<file path="config.mk">
export PLATFORM = sky130hd
export DESIGN_NAME = receiver_fsm
export DESIGN_NICKNAME = d
export VERILOG_FILES = /design/src/rtl/receiver_fsm.sv
export SDC_FILE = /design/constraint.sdc
export NUM_CORES = 1
export LEC_CHECK = 0
export CAP_MARGIN = 5
export CORE_ASPECT_RATIO = 1.1
export CORE_MARGIN = 5
export CORE_UTILIZATION = 55
export DETAILED_ROUTE_END_ITERATION = 12
export PLACE_DENSITY = 0.72
export SYNTH_ARGS = -nofsm -noshare
export SYNTH_HDL_FRONTEND = slang
export SYNTH_SLANG_ARGS = --single-unit
</file>
<file path="constraint.sdc">
create_clock -name clk -period 8.9 [get_ports clk]
set_clock_uncertainty 0.15 [all_clocks]
set_input_delay 0.89 -clock clk [delete_from_list [all_inputs] [get_ports clk]]
set_output_delay 0.89 -clock clk [all_outputs]
set_load 0.01 [all_outputs]
</file>
<file path="src/rtl/receiver_fsm.sv">
// Serial frame receiver: 2-flop rx synchroniser, mid-bit sampling FSM and an
// 8-cell byte matrix (2 rows x 4 cols) with a registered bit-wise read port.
//
// state | meaning
// IDLE  | line idle, waiting for rxs low
// START | timing half a bit to re-check the start bit
// DATA  | sampling 8 data bits, LSB first, once per bit period
// STOP  | waiting for the mid-stop sample
// ERR   | stop bit was 0; hold until the line returns high
module receiver_fsm #(
  parameter int BIT_CYCLES = 16
) (
  input  logic clk,
  input  logic rst,
  input  logic rx,
  input  logic clear,
  input  logic row,
  input  logic col0,
  input  logic col1,
  output logic cell0,
  output logic cell1,
  output logic cell2,
  output logic cell3,
  output logic cell4,
  output logic cell5,
  output logic cell6,
  output logic cell7,
  output logic busy,
  output logic valid,
  output logic frame_err,
  output logic overrun,
  output logic full
);

  localparam int CW = $clog2(BIT_CYCLES);
  localparam logic [CW-1:0] CNT_HALF = CW'(BIT_CYCLES / 2 - 1);
  localparam logic [CW-1:0] CNT_LAST = CW'(BIT_CYCLES - 1);

  localparam logic [2:0] S_IDLE  = 3'd0;
  localparam logic [2:0] S_START = 3'd1;
  localparam logic [2:0] S_DATA  = 3'd2;
  localparam logic [2:0] S_STOP  = 3'd3;
  localparam logic [2:0] S_ERR   = 3'd4;

  logic          rx_s1;
  logic          rx_s2;
  logic          rxs;
  logic [2:0]    state;
  logic [CW-1:0] cnt;
  logic [2:0]    bidx;
  logic [7:0]    shreg;
  logic [7:0]    mem [8];
  logic [3:0]    wptr;
  logic [7:0]    cell_q;
  logic [2:0]    rd_idx;
  logic          stop_hit;
  logic          good_stop;
  logic          bad_stop;

  // Synchroniser resets to the idle line level so reset never looks like a start bit.
  always_ff @(posedge clk or posedge rst) begin
    if (rst) begin
      rx_s1 <= 1'b1;
      rx_s2 <= 1'b1;
    end else begin
      rx_s1 <= rx;
      rx_s2 <= rx_s1;
    end
  end

  assign rxs = rx_s2;

  always_ff @(posedge clk or posedge rst) begin
    if (rst) begin
      state <= S_IDLE;
      cnt   <= '0;
      bidx  <= 3'd0;
      shreg <= 8'd0;
    end else begin
      case (state)
        S_IDLE: begin
          if (!rxs) begin
            state <= S_START;
            cnt   <= '0;
          end
        end
        S_START: begin
          if (cnt == CNT_HALF) begin
            cnt <= '0;
            if (rxs) begin
              state <= S_IDLE;
            end else begin
              state <= S_DATA;
              bidx  <= 3'd0;
            end
          end else begin
            cnt <= cnt + CW'(1);
          end
        end
        S_DATA: begin
          if (cnt == CNT_LAST) begin
            shreg[bidx] <= rxs;
            cnt         <= '0;
            if (bidx == 3'd7) begin
              state <= S_STOP;
            end else begin
              bidx <= bidx + 3'd1;
            end
          end else begin
            cnt <= cnt + CW'(1);
          end
        end
        S_STOP: begin
          if (cnt == CNT_LAST) begin
            cnt   <= '0;
            state <= rxs ? S_IDLE : S_ERR;
          end else begin
            cnt <= cnt + CW'(1);
          end
        end
        S_ERR: begin
          if (rxs) begin
            state <= S_IDLE;
          end
        end
        default: state <= S_IDLE;
      endcase
    end
  end

  assign stop_hit  = (state == S_STOP) && (cnt == CNT_LAST);
  assign good_stop = stop_hit && rxs;
  assign bad_stop  = stop_hit && !rxs;
  assign busy      = (state != S_IDLE);

  always_ff @(posedge clk or posedge rst) begin
    if (rst) begin
      valid     <= 1'b0;
      overrun   <= 1'b0;
      frame_err <= 1'b0;
    end else begin
      valid     <= good_stop && !full;
      overrun   <= good_stop && full;
      frame_err <= bad_stop;
    end
  end

  // Clear takes priority over a coincident write; the valid pulse above is unaffected.
  always_ff @(posedge clk or posedge rst) begin
    if (rst) begin
      for (int i = 0; i < 8; i++) begin
        mem[i] <= 8'd0;
      end
      wptr <= 4'd0;
      full <= 1'b0;
    end else if (clear) begin
      for (int i = 0; i < 8; i++) begin
        mem[i] <= 8'd0;
      end
      wptr <= 4'd0;
      full <= 1'b0;
    end else if (good_stop && !full) begin
      mem[wptr[2:0]] <= shreg;
      wptr           <= wptr + 4'd1;
      if (wptr == 4'd7) begin
        full <= 1'b1;
      end
    end
  end

  assign rd_idx = {row, col1, col0};

  always_ff @(posedge clk or posedge rst) begin
    if (rst) begin
      cell_q <= 8'd0;
    end else begin
      cell_q <= mem[rd_idx];
    end
  end

  assign cell0 = cell_q[0];
  assign cell1 = cell_q[1];
  assign cell2 = cell_q[2];
  assign cell3 = cell_q[3];
  assign cell4 = cell_q[4];
  assign cell5 = cell_q[5];
  assign cell6 = cell_q[6];
  assign cell7 = cell_q[7];

endmodule
</file>
# Word level (Yosys, flattened, before mapping)
# Cells that the tools add are included.
# W data, S select, Z words.
# word_totals
regBits	100
elab_cells	101
# classes
n_addsub	3
order_cmp	5
n_eq_ne	16
muxes	34
bitwise_logic	2
n_reduce_logical	21
# op_table
op	count
$mux W64	2
$bwmux W64	1
$mux W3	11
$bmux W8 S3	1
$demux W8 S3	1
$mux W8	3
$mux W4	5
$ne A2 B2 Y1 const B	8
$pmux W3 S5	1
$pmux W4 S3	1
$add A4 B1 Y4 const B	2
$bwmux W8	1
$eq A4 B3 Y1 const B	2
$ge A4 B4 Y1 const B	2
$not A3 Y4	2
$logic_and A1 B1 Y1	7
$eq A3 B2 Y1 const B	2
$eq A3 B3 Y1 const B	2
$pmux W3 S2	1
$reduce_and A2 Y1	3
$reduce_and A6 Y1	1
$reduce_bool A2 Y1	3
$reduce_bool A3 Y1	2
$reduce_and A5 Y1	1
other kinds (12)	16

# Longest topological paths before layout
# logic_depth
word_depth	8
depth_mapped	7

# Worst setup path before layout
# OpenSTA, ideal clock, no wires.
# synth_path
path_type	input to register
startpoint	input col0
endpoint	register cell_q[2]
setup_ps	125
arrival_ps	1909
setup_slack_ps	6716
cell_stages	4
cell_sequence	buf_6 > buf_6 > mux4_2 > mux2_2
# synth_via
elab_chain_cells	4
# synth_rtl
item	line	rtl
start: declaration	18	input logic col0,
$not A3 Y4 (not written as such)	177	cell_q <= mem[rd_idx];
$bmux W8 S3	177	
$mux W8 (not written as such) (2 in a row)	177	
end signal: assignment	177	
end: declaration	54	logic [7:0] cell_q;
# Every way passes these cells. The select of a mux whose other input is x is not followed.
# A chain may end at the register's enable or synchronous reset.

# Worst setup path after layout
# layout_path
startpoint	input col0
endpoint	register cell_q[3]
# The elaborated chain is that of the path after synthesis.

==> flow_summary.json <==
{
  "outcome": "completed",
  "port_buffers": 19,
  "max_cap_violations": 0,
  "drc_errors": 0,
  "crit_arrival_ns": 2.96,
  "setup_viol": 0,
  "yosysSeqAreaShare_pct": 49.1,
  "worst-setup-path-type": "input port to flip-flop",
  "synth_edf_count": 0,
  "h-tree-depth": 3,
  "r2r_end": "wptr[3]",
  "yosys_warnings": 0,
  "r2r-start": "cnt[0]",
  "nNetsFinal": 405,
  "clock-root-buffer": "clkbuf_8",
  "syn_nets": 407,
  "p_per_area_nw_per_um2": 172,
  "n_antenna_cell": 0,
  "max_slew_margin_pct": 27.9,
  "grt_max_degree": 80,
  "initial_utilization_pct": 57.0,
  "grt_pass1_wl_mm": 16.8,
  "async_flop_share_pct": 100,
  "worstSetupStartpointType": "input port",
  "design.core.area_um2": 8960,
  "dpl_cell_area_um2": 5260,
  "track_usage_pct": 19.5,
  "leakage_nw": 2.73,
  "antenna_found_initial": 0,
  "fp.dieH_um": 111,
  "drtPass1Iterations": 4,
  "hold_viol": 0,
  "ff2ff_path_depth": 4,
  "dominantRegCellSynth": "dfrtp_1",
  "irDropWorstVdd_mv": 0.128,
  "ant_nets": 0,
  "period_needed_ns": 2.85,
  "cts_made_buffers": 9,
  "ys_ff_latch": 100,
  "vias": 2979,
  "grt.overflow.total": 0,
  "min_delay_worst_endpoint": "rx_s2",
  "fin_crit_sh_pct": 32.0,
  "grt_pass1_vias": 3081,
  "rsz0062_at_grt": "no",
  "regArea_um2": 2500,
  "syn_area_um2": 5100,
  "post_cts_resized": 0,
  "final_area_um2": 5490,
  "worstHoldStart": "rx_s1",
  "ioPinCount": 20,
  "wirelength_mm": 9.82,
  "slew_viol_final": 0,
  "drive_gt1_share_pct": 17.0,
  "critPathCaptureType": "flip-flop",
  "ctsHoldBuffers": 0,
  "routed_via_density": 5.81,
  "fillers": 707,
  "whs_path_depth": 0,
  "postCtsSetupRepairBufs": 0,
  "die_area_um2": 11300,
  "final.setup.tns_ns": 0,
  "cts_tree": "built",
  "synthTopCellsByArea": "dfrtp_1 48%, mux2i_1 13%, nand2b_1 9.2%",
  "timing.fmax_mhz": 351,
  "syn_avg_cell_area_um2": 12.9,
  "worstMarginPinSlew_ns": 1.08,
  "area_growth_pct": 7.57,
  "path_clk_slew_ns": 0.09,
  "multi_input_area_um2": 2400,
  "dp_hpwl_mm": 6.19,
  "yosys.area.top_type": "dfrtp_1",
  "synth_top_area_share_pct": 48.0,
  "routedWlPerCell_um": 19.1,
  "die_width_um": 102,
  "required_ns": 9.01,
  "clock_latency_ns": 0.36,
  "r2r_slack_ns": 6.36,
  "hp-class": "flip-flop to flip-flop",
  "clock-sinks": 100,
  "ys_types": 48,
  "gp_congestion": 0.745,
  "drtIter0Drc": 120,
  "synthCells": 396,
  "num_rows": 36,
  "crit_fanout": 16,
  "clock_path_buffers": 2
}
kinds of logic (layout without fill, tap and decap cells):
group / after synthesis / after routing / share of synthesized area, %
AND/OR/NAND/NOR: 131 / 131 / 18.5
multiplexers: 100 / 100 / 24.0
flip-flops: 100 / 100 / 49.1
buffers and inverters: 37 / 40 / 3.95
AO/OA/AOI/OAI: 23 / 23 / 3.33
adder cells (fa/ha/maj): 4 / 4 / 0.980
XOR/XNOR: 1 / 1 / 0.172
placed cells by master (no fill, tap or decap), types with 7 or more instances in the layout:
master            n
dfrtp_1          98
nand2b_1         75
mux2i_1          65
mux2_2           19
clkdlybuf4s50_1  18
mux4_2           16
clkbuf_8         12
nor2_1            8
nand4_4           7
cell usage after synthesis, types with 7 or more instances:
master / number
buf_1: 9
buf_2: 7
clkbuf_1: 10
dfrtp_1: 98
mux2_2: 19
mux2i_1: 65
mux4_2: 16
nand2b_1: 75
nand4_4: 7
nor2_1: 8
layout make-up:
| cell class | count | area share, % |
|---|---|---|
| timing repair buffer | 20 | 3.51 |
| multi-input combinational | 259 | 43.7 |
| sequential | 100 | 45.6 |
| clock buffer | 12 | 3.01 |
| inverter | 4 | 0.319 |
| clock inverter | 4 | 1.28 |
| tap | 114 | 2.60 |
report_power, final:
part           internal [W]  switching [W]
clock network      0.000181       0.000151
logic             0.0000527      0.0000576
registers          0.000469      0.0000333
flip-flops by register name, summed over array words and instances, names as in the netlist, 3 cells and up:
name    count
bidx        3
state       3
cell_q      8
cnt         4
mem        64
shreg       8
wptr        4
worst max-delay path, stage by stage:
cell and delay, ns:
clkdlybuf4s50_1 1.17, mux4_2 0.61, mux2_2 0.28
layer usage:
layer | GRT usage (%) | part of all wire (%) | vias to the layer above | routed length, um
met5 | 0 | 0 | - | 0
met3 | 3.46 | 3.4 | 13 | 331
met4 | 7.35 | 1.9 | 0 | 184
met1 | 27.2 | 46 | 1522 | 4480
li1 | - | - | 1405 | -
met2 | 30.4 | 49 | 39 | 4830
stage by stage:
stage / power (W) / worst slack [ns] / utilization, % / hold slack (ns) / instances
after floorplan: 0.000599 / 5.24 / - / 0.195 / 396
after global placement: 0.000616 / 5.68 / 58.6 / 0.198 / 497
after global routing: 0.000993 / 5.91 / 61.3 / 0.224 / 513
final: 0.000944 / 6.05 / 61.3 / 0.211 / 513
after detailed placement: 0.000621 / 5.63 / 58.6 / 0.199 / 497
after CTS: 0.000955 / 6.03 / 61.3 / 0.212 / 513
worst max-delay path by stage:
stage,from,to,slack [ns],depth (start not counted)
after CTS,col0,cell_q[3],6.03,3
after floorplan,rst,bidx[0],5.24,1
final,col0,cell_q[3],6.05,3
after global routing,col0,cell_q[3],5.91,3
after global placement,col0,cell_q[3],5.68,3
after detailed placement,col0,cell_q[3],5.63,3
Power figures use the tool's default switching activity.
